<file path="src/rtl/jb_ul_dfe_ctrl_shadow.sv">
// UL DFE control register block: software-written shadow bank copied atomically
// into the active bank on the next frame_sync after arming or on commit_now.
module jb_ul_dfe_ctrl_shadow #(
  parameter int unsigned ADDR_W             = 8,
  parameter bit          DLY_TRIG_ON_COMMIT = 1'b1
) (
  input  logic                    clk,
  input  logic                    rst,
  input  logic                    reg_wr_en,
  input  logic                    reg_rd_en,
  input  logic [ADDR_W-1:0]       reg_addr,
  input  logic [31:0]             reg_wr_data,
  output logic [31:0]             reg_rd_data,
  output logic                    reg_rd_valid,
  input  logic                    frame_sync,
  output logic                    ul_ant_int_frac_delay_trig,
  output logic [1:0][31:0]        ul_car_nco_lsb,
  output logic [1:0][7:0]         ul_car_nco_msb,
  output logic [1:0]              ul_car_nco_sign,
  output logic [1:0][3:0]         ul_stream_gain_scaler_sign,
  output logic [1:0][3:0][3:0]    ul_stream_gain_scaler,
  output logic [1:0][3:0][15:0]   ul_stream_gain_fraction,
  output logic [3:0]              ul_ant_gain_scaler_sign,
  output logic [3:0][3:0]         ul_ant_gain_scaler,
  output logic [3:0][15:0]        ul_ant_gain_fraction,
  output logic [1:0][3:0][6:0]    ul_int_delay,
  output logic [1:0][3:0][15:0]   ul_frac_delay,
  output logic                    armed
);

  typedef enum logic {
    S_IDLE  = 1'b0,
    S_ARMED = 1'b1
  } state_t;

  state_t state_q, state_d;

  logic [1:0][31:0]      sh_lsb;
  logic [1:0][7:0]       sh_msb;
  logic [1:0]            sh_sign;
  logic [1:0][3:0]       sh_sg_sign;
  logic [1:0][3:0][3:0]  sh_sg_scl;
  logic [1:0][3:0][15:0] sh_sg_frac;
  logic [3:0]            sh_ag_sign;
  logic [3:0][3:0]       sh_ag_scl;
  logic [3:0][15:0]      sh_ag_frac;
  logic [1:0][3:0][6:0]  sh_int;
  logic [1:0][3:0][15:0] sh_frac;

  logic [7:0]  commit_cnt;
  logic        dly_dirty;
  logic        trig_pend;

  logic        hit_c;
  logic [5:0]  word_c;
  logic        wr_c;
  logic        rd_c;
  logic        ctrl_wr_c;
  logic        arm_c;
  logic        commit_now_c;
  logic        force_trig_c;
  logic        dly_wr_c;
  logic        commit_c;
  logic [31:0] rd_data_c;

  // Only the low 6 address bits decode; anything above must be zero.
  assign hit_c        = (reg_addr >> 6) == '0;
  assign word_c       = reg_addr[5:0];
  assign wr_c         = reg_wr_en & hit_c;
  assign rd_c         = reg_rd_en & ~reg_wr_en;
  assign ctrl_wr_c    = wr_c & (word_c == 6'h00);
  assign arm_c        = ctrl_wr_c & reg_wr_data[0];
  assign commit_now_c = ctrl_wr_c & reg_wr_data[1];
  assign force_trig_c = ctrl_wr_c & reg_wr_data[2];
  assign dly_wr_c     = wr_c & (word_c[5:3] == 3'b011);
  assign armed        = (state_q == S_ARMED);

  always_ff @(posedge clk) begin
    if (rst) state_q <= S_IDLE;
    else     state_q <= state_d;
  end

  // commit_now beats arm; frame_sync only counts once already armed.
  always_comb begin
    state_d  = state_q;
    commit_c = 1'b0;
    case (state_q)
      S_IDLE: begin
        if (commit_now_c)  commit_c = 1'b1;
        else if (arm_c)    state_d  = S_ARMED;
      end
      S_ARMED: begin
        if (commit_now_c || frame_sync) begin
          commit_c = 1'b1;
          state_d  = S_IDLE;
        end
      end
      default: state_d = S_IDLE;
    endcase
  end

  always_ff @(posedge clk) begin
    if (rst) begin
      sh_lsb     <= '0;
      sh_msb     <= '0;
      sh_sign    <= '0;
      sh_sg_sign <= '0;
      sh_sg_scl  <= '0;
      sh_sg_frac <= '0;
      sh_ag_sign <= '0;
      sh_ag_scl  <= '0;
      sh_ag_frac <= '0;
      sh_int     <= '0;
      sh_frac    <= '0;
    end else if (wr_c) begin
      if (word_c[5:1] == 5'b00001) begin
        sh_lsb[word_c[0]] <= reg_wr_data;
      end else if (word_c[5:1] == 5'b00010) begin
        sh_msb[word_c[0]]  <= reg_wr_data[7:0];
        sh_sign[word_c[0]] <= reg_wr_data[8];
      end else if (word_c[5:3] == 3'b001) begin
        sh_sg_frac[word_c[2]][word_c[1:0]] <= reg_wr_data[15:0];
        sh_sg_scl[word_c[2]][word_c[1:0]]  <= reg_wr_data[19:16];
        sh_sg_sign[word_c[2]][word_c[1:0]] <= reg_wr_data[20];
      end else if (word_c[5:2] == 4'b0100) begin
        sh_ag_frac[word_c[1:0]] <= reg_wr_data[15:0];
        sh_ag_scl[word_c[1:0]]  <= reg_wr_data[19:16];
        sh_ag_sign[word_c[1:0]] <= reg_wr_data[20];
      end else if (word_c[5:3] == 3'b011) begin
        sh_frac[word_c[2]][word_c[1:0]] <= reg_wr_data[15:0];
        sh_int[word_c[2]][word_c[1:0]]  <= reg_wr_data[22:16];
      end
    end
  end

  always_comb begin
    rd_data_c = '0;
    if (hit_c) begin
      casez (word_c)
        6'h01:     rd_data_c = {16'd0, commit_cnt, 7'd0, armed};
        6'b00001?: rd_data_c = sh_lsb[word_c[0]];
        6'b00010?: rd_data_c = {23'd0, sh_sign[word_c[0]], sh_msb[word_c[0]]};
        6'b001???: rd_data_c = {11'd0, sh_sg_sign[word_c[2]][word_c[1:0]],
                                sh_sg_scl[word_c[2]][word_c[1:0]],
                                sh_sg_frac[word_c[2]][word_c[1:0]]};
        6'b0100??: rd_data_c = {11'd0, sh_ag_sign[word_c[1:0]],
                                sh_ag_scl[word_c[1:0]], sh_ag_frac[word_c[1:0]]};
        6'b011???: rd_data_c = {9'd0, sh_int[word_c[2]][word_c[1:0]],
                                sh_frac[word_c[2]][word_c[1:0]]};
        default:   rd_data_c = '0;
      endcase
    end
  end

  always_ff @(posedge clk) begin
    if (rst) begin
      reg_rd_valid <= 1'b0;
      reg_rd_data  <= '0;
    end else begin
      reg_rd_valid <= rd_c;
      if (rd_c) reg_rd_data <= rd_data_c;
    end
  end

  // Active bank is the output register set itself, so it only moves on commit.
  always_ff @(posedge clk) begin
    if (rst) begin
      ul_car_nco_lsb             <= '0;
      ul_car_nco_msb             <= '0;
      ul_car_nco_sign            <= '0;
      ul_stream_gain_scaler_sign <= '0;
      ul_stream_gain_scaler      <= '0;
      ul_stream_gain_fraction    <= '0;
      ul_ant_gain_scaler_sign    <= '0;
      ul_ant_gain_scaler         <= '0;
      ul_ant_gain_fraction       <= '0;
      ul_int_delay               <= '0;
      ul_frac_delay              <= '0;
    end else if (commit_c) begin
      ul_car_nco_lsb             <= sh_lsb;
      ul_car_nco_msb             <= sh_msb;
      ul_car_nco_sign            <= sh_sign;
      ul_stream_gain_scaler_sign <= sh_sg_sign;
      ul_stream_gain_scaler      <= sh_sg_scl;
      ul_stream_gain_fraction    <= sh_sg_frac;
      ul_ant_gain_scaler_sign    <= sh_ag_sign;
      ul_ant_gain_scaler         <= sh_ag_scl;
      ul_ant_gain_fraction       <= sh_ag_frac;
      ul_int_delay               <= sh_int;
      ul_frac_delay              <= sh_frac;
    end
  end

  // Trigger trails the active update by one cycle; back-to-back requests merge.
  always_ff @(posedge clk) begin
    if (rst) begin
      commit_cnt                 <= '0;
      dly_dirty                  <= 1'b0;
      trig_pend                  <= 1'b0;
      ul_ant_int_frac_delay_trig <= 1'b0;
    end else begin
      if (commit_c) commit_cnt <= commit_cnt + 8'd1;
      dly_dirty                  <= (dly_dirty & ~commit_c) | dly_wr_c;
      trig_pend                  <= commit_c & dly_dirty & DLY_TRIG_ON_COMMIT;
      ul_ant_int_frac_delay_trig <= (trig_pend | force_trig_c) & ~ul_ant_int_frac_delay_trig;
    end
  end

endmodule

</file>
<file path="config.mk">
export PLATFORM = sky130hd
export DESIGN_NAME = jb_ul_dfe_ctrl_shadow
export DESIGN_NICKNAME = d
export VERILOG_FILES = /design/src/rtl/jb_ul_dfe_ctrl_shadow.sv
export SDC_FILE = /design/constraint.sdc
export NUM_CORES = 2
export LEC_CHECK = 0
export ABC_AREA = 1
export CAP_MARGIN = 5
export CORE_MARGIN = 2
export CORE_UTILIZATION = 36
export CTS_BUF_LIST = sky130_fd_sc_hd__clkbuf_8
export DETAILED_ROUTE_END_ITERATION = 8
export GPL_ROUTABILITY_DRIVEN = 0
export GPL_TIMING_DRIVEN = 0
export PLACE_DENSITY = 0.6
export SLEW_MARGIN = 0
export SYNTH_ARGS = -nofsm -noshare
export SYNTH_HDL_FRONTEND = slang
export SYNTH_SLANG_ARGS = --single-unit
</file>
<file path="constraint.sdc">
create_clock -name clk -period 2.5 [get_ports clk]
set_clock_uncertainty 0.15 [all_clocks]
set_input_delay 0.25 -clock clk [delete_from_list [all_inputs] [get_ports clk]]
set_output_delay 0.25 -clock clk [all_outputs]
set_load 0.02 [all_outputs]
</file>
=== Word-level counts from Yosys, hierarchy flattened ===
Index checks and enable logic that the tools add are counted.

* Bits in registers: 1081
* Bits in latches: 0
* Memory bits (writable): 0
* Memory bits (read-only): 0
* Input bits: 45
* Output and inout port bits: 553
* Word-level logic and storage cells: 221
* Memories: 0

* Add/subtract/negate cells: 1
* Multipliers: 0
* Divide/modulo/power cells: 0
* Magnitude comparators: 6
* Eq/ne operators: 6
* Shifts and indexed selects: 0
* Mux-type cells: 74
* Bitwise gates (word level): 20
* Reductions and logical operators: 11

{| class="wikitable"
|+ Operator list
! kind !! number
|-
| $mux 64 || 5
|-
| $bwmux 128 || 2
|-
| $pmux 32 s6 || 1
|-
| $bwmux 64 || 2
|-
| $mux 32 || 4
|-
| $mux 16 || 7
|-
| $bmux 16 s2 || 3
|-
| $mux 28 || 3
|-
| $demux 64 s1 || 1
|-
| $bwmux 56 || 1
|-
| $bwmux 16 || 2
|-
| $bwmux 32 || 1
|-
| $demux 16 s2 || 1
|-
| $demux 32 s1 || 1
|-
| $demux 28 s1 || 1
|-
| $mux 4 || 6
|-
| $mux 8 || 3
|-
| $bmux 4 s2 || 2
|-
| $demux 16 s1 || 1
|-
| $bmux 7 s2 || 1
|-
| $demux 7 s2 || 1
|-
| $mux 7 || 2
|-
| $mux 1 || 11
|-
| $and 1x1->1 || 10
|-
| other kinds (32) || 46
|}

=== Longest topological paths before layout ===
* Word-level depth: 10
* Gate-level depth with buffers: 14

=== Worst setup path after synthesis ===
OpenSTA, ideal clock, no wires.

* Kind: input port to flip-flop
* Start point: input reg_addr[1]
* End point: register sh_msb[14] in the netlist's numbering
* Setup time: 0.119 ns
* Data arrival time: 1.578 ns
* Data required time: 2.231 ns
* Path slack: 0.653 ns
* Stages on the path: 9
* Path buffers: 3
* Path through: buf_2 -> buf_2 -> nor2_2 -> nand2_1 -> inv_1 -> nand3_1 -> buf_2 -> o21ai_0 -> a21oi_1

* Word-level cells in the longest chain between the ends: 3
* Elaborated cells between the ends (all ways): 4
* Those cells by class: eq/ne (2); bitwise (1); reduce/logical (1)

{| class="wikitable"
|+ Ends and longest elaborated chain
! element !! RTL line !! source
|-
| start, declared || 11 || <nowiki>input logic [ADDR_W-1:0] reg_addr,</nowiki>
|-
| $eq 5x1->1 || 116 || <nowiki>if (word_c[5:1] == 5'b00001) begin</nowiki>
|-
| $not 1->1 (no line) || -- ||
|-
| $reduce_and 3->1 (no line) (*) || -- ||
|-
| end signal, assigned by index || 119 || <nowiki>sh_msb[word_c[0]] <= reg_wr_data[7:0];</nowiki>
|-
| end, declared || 39 || <nowiki>logic [1:0][7:0] sh_msb;</nowiki>
|}

Mark *: on every way between the ends. The rest lies on a longest branch, timed or not.
A chain may end at the register's enable or synchronous reset.

==> results.toml <==
[status]
status = "finished, violations left"
violations = "setup timing"

[place]
hpwl_mm = 160.4
numPortBuffers = 593
pre_cts_slack_ps = -1045
placed_cells = 7685

[finish]
syn_to_final_growth_pct = 27.87
final_nets = 6404
layout-drive-gt1-share_pct = 6.962
fillers = 11843
finalNonFillerCells = 8020
utilization_pct = 46.27

[sta]
fin_crit_ps = 2568
timing.final.ws_setup_ps = -68.04
final-setup-viol-count = 22
tightest_slew_ps = 1390
slew_headroom_pct = 7.358
fin_crit_sh_pct = 102.7
fmax_ghz = 0.3894
rsz0062_at_grt = "true"
hold_violations = 0
slew_viol_final = 0

[drt]
routed_wl_mm = 210.8
ant_nets = 0
route.vias.total = 44716
wl_per_cell_um = 26.29
drcViolationCount = 0
initialDrtViolationCount = 6157
first_pass_iters = 8
via_per_inst = 5.576

[yosys]
yosys_warnings = 0
synth_top_cell_by_area = "dfxtp_1"
synth_top_flop_cell = "dfxtp_1"
ys_seq_elements = 1081
synth_area_mm2 = 0.04188
syn-num-nets = 5614
synthTopCellsByArea = "dfxtp_1 52%, a21oi_1 12%, nand2_1 12%, o21ai_0 10%, inv_1 3.7%"
yosysTopAreaCellShare_pct = 51.67
async_flop_share_pct = 0
syn_inst = 5568
synth_cell_types = 35
synth_seq_area_share_pct = 51.67
synth.avg_cell_area_um2 = 7.522
synth-edff-count = 0

[hold_path]
min_path_cells = 3
hold_class = "primary input to flop"

[floorplanning]
core.rowCount = 125
fp.dieH_um = 345.1
ioPinCount = 598
die-area_mm2 = 0.1191
fp.dieW_um = 345.1
start_util_pct = 36.19
core-area_mm2 = 0.1157

[critical_path]
crit_chain = "clkbuf_1 > inv_2 > clkbuf_1 > clkbuf_1 > clkbuf_1 > o21ai_0 > a21oi_1"
crit_fanout = 10
timing_worst_setup_path_type = "primary input to flop"
crit_required_ps = 3140
crit_top_cell = "clkbuf_1"
r2r_cells = 6
max_stage_delay_ps = 880
endpoint_kind = "flop"
crit_arrival_ps = 3210
cp_slowest_cell = "clkbuf_1"
start_kind = "primary input"

[power_and_ir_drop]
peakVddDrop_mv = 0.4628
p_leak_nw = 20.60
power.density_mw_per_mm2 = 654.5

[cts]
postCtsSetupBuffers = 0
clk_path_buf_depth = 3
numCtsBuffers = 181
cts-root-buf = "clkbuf_8"
path_clk_slew_ps = 60
cts_tree = "built"
clock_latency_ps = 890
cts_max_level = 4
cts_sinks = 1081

[grt]
grt_max_degree = 17
grt_pass1_vias = 41427
use_met2_pct = 51.31
grt_use_total_pct = 33.78
antenna_found_initial = 12
met3_usage_pct = 12.12
grt_pass1_wl_mm = 292.2
grtUsageMet1_pct = 41.60
grt.busiest_layer = "met2"
grt-ovfl-total = 0

[flow_run]
cap_violations = 0
-- registers in the layout, summed over array words and instances, names as in the netlist, 8 cells and up --
name,count
ul_stream_gain_fraction,128
ul_frac_delay,128
sh_sg_frac,128
sh_int,56
ul_stream_gain_scaler_sign,8
ul_int_delay,56
sh_frac,128
ul_ant_gain_scaler,16
sh_msb,16
ul_car_nco_msb,16
sh_ag_frac,64
ul_stream_gain_scaler,32
commit_cnt,8
reg_rd_data,32
ul_car_nco_lsb,64
sh_lsb,64
sh_sg_scl,32
sh_ag_scl,16
sh_sg_sign,8
ul_ant_gain_fraction,64
-- timing repair --
action                                  CTS  global route
gates resized for setup                   6            32
cloned                                    0             0
hold endpoints to repair                 32             0
hold buffers                             14             0
endpoints found under the setup margin    5           137
-- area by class of cell --
class | instances | area (um^2) | share of cell area [%]
Timing Repair Buffer | 607 | 6073 | 11.34
Antenna cell | 4 | 10.01 | 0.01869
Clock inverter | 89 | 479.2 | 0.8948
Buffer | 450 | 2057 | 3.841
Multi-Input combinational cell | 3599 | 16600 | 31.00
Clock buffer | 228 | 3138 | 5.860
Sequential cell | 1081 | 21640 | 40.42
Tap cell | 1524 | 1907 | 3.561
Inverter | 438 | 1644 | 3.070
-- layer usage --
metal,routed length [um],vias up
li1,-,19923
met1,78970,21219
met2,90170,2969
met3,28480,589
met4,13080,16
met5,108,-
-- cells by family (layout without fill, tap and decap cells) --
group | after synthesis | count (layout) | synth area share, %
flops | 1081 | 1081 | 51.67
buf+inv | 888 | 1812 | 8.747
compound gates | 1949 | 1949 | 23.82
simple gates | 1648 | 1648 | 15.71
other cells | 0 | 4 | 0
xor+xnor | 1 | 1 | 0.02092
fa+ha+maj | 1 | 1 | 0.02987
-- critical path: cells and delay by family --
kind,cells,cell delay (ps)
buffers and inverters,5,2570
AOI/OAI and AO/OA,2,360
-- through the flow --
step / power, mW / TNS (ps) / area (um^2) / hold slack (ps)
floorplan: 18.39 / 0 / 41880 / 251.1
global placement: 19.25 / -562530 / 49730 / 261.4
detailed placement: 19.25 / -542650 / 49730 / 267.7
CTS: 34.93 / 0 / 53490 / 5.631
global route: 35.84 / -16.87 / 53550 / 55.14
finish: 35.05 / -632.8 / 53550 / 69.48
-- worst paths after layout --
path                                    from                            end  slack (ps)
setup / recovery                         rst                sh_sg_frac[116]         -70
hold / removal               reg_wr_data[19]                   sh_ag_scl[3]          70
setup reg to reg                       armed  ul_stream_gain_scaler_sign[6]         210
hold reg to reg   ul_ant_int_frac_delay_trig     ul_ant_int_frac_delay_trig         280
-- cells in the mapped netlist, types with 2 or more instances --
cell and number:
nand2_1 1287, dfxtp_1 1081, a21oi_1 1025, o21ai_0 840, inv_1 408, clkbuf_1 274, nand3_1 175, nor2_1 157
buf_2 102, a211oi_1 65, buf_4 48, clkinv_1 24, buf_1 23, nor2_4 11, o2111ai_1 9, inv_2 6
nand4_1 5, buf_6 3, nand2_2 3, nor3_4 3, a31oi_1 2, nor2_2 2, o211ai_1 2, o22ai_1 2
-- power by group --
group | internal (mW) | switching [mW] | total (mW) | leakage, nW
sequential | 17.3 | 0.0219 | 17.3 | 8.70
clock | 8.47 | 7.57 | 16.0 | 2.10
combinational | 0.321 | 1.42 | 1.74 | 9.79
-- placed cells by master, fill, tap and decap left out, drive strengths merged --
| cell | instances |
|---|---|
| nand2 | 1290 |
| dfxtp | 1081 |
| a21oi | 1025 |
| o21ai | 842 |
| clkdlybuf4s50 | 591 |
| clkbuf | 507 |
| inv | 484 |
| nand3 | 177 |
| buf | 171 |
| nor2 | 170 |
| a211oi | 65 |
| clkinv | 35 |
| dlygate4sd3 | 14 |
| o2111ai | 9 |
| nand4 | 5 |
| clkinvlp | 5 |
| nor3 | 5 |
| diode | 4 |
| bufinv | 3 |
| o211ai | 2 |
| o22ai | 2 |
| a31oi | 2 |
| dlygate4sd2 | 2 |
| a22oi | 1 |
| o21a | 1 |
| and3 | 1 |
| xnor2 | 1 |
| ha | 1 |
Note: power is estimated with default switching activity, not from simulation.
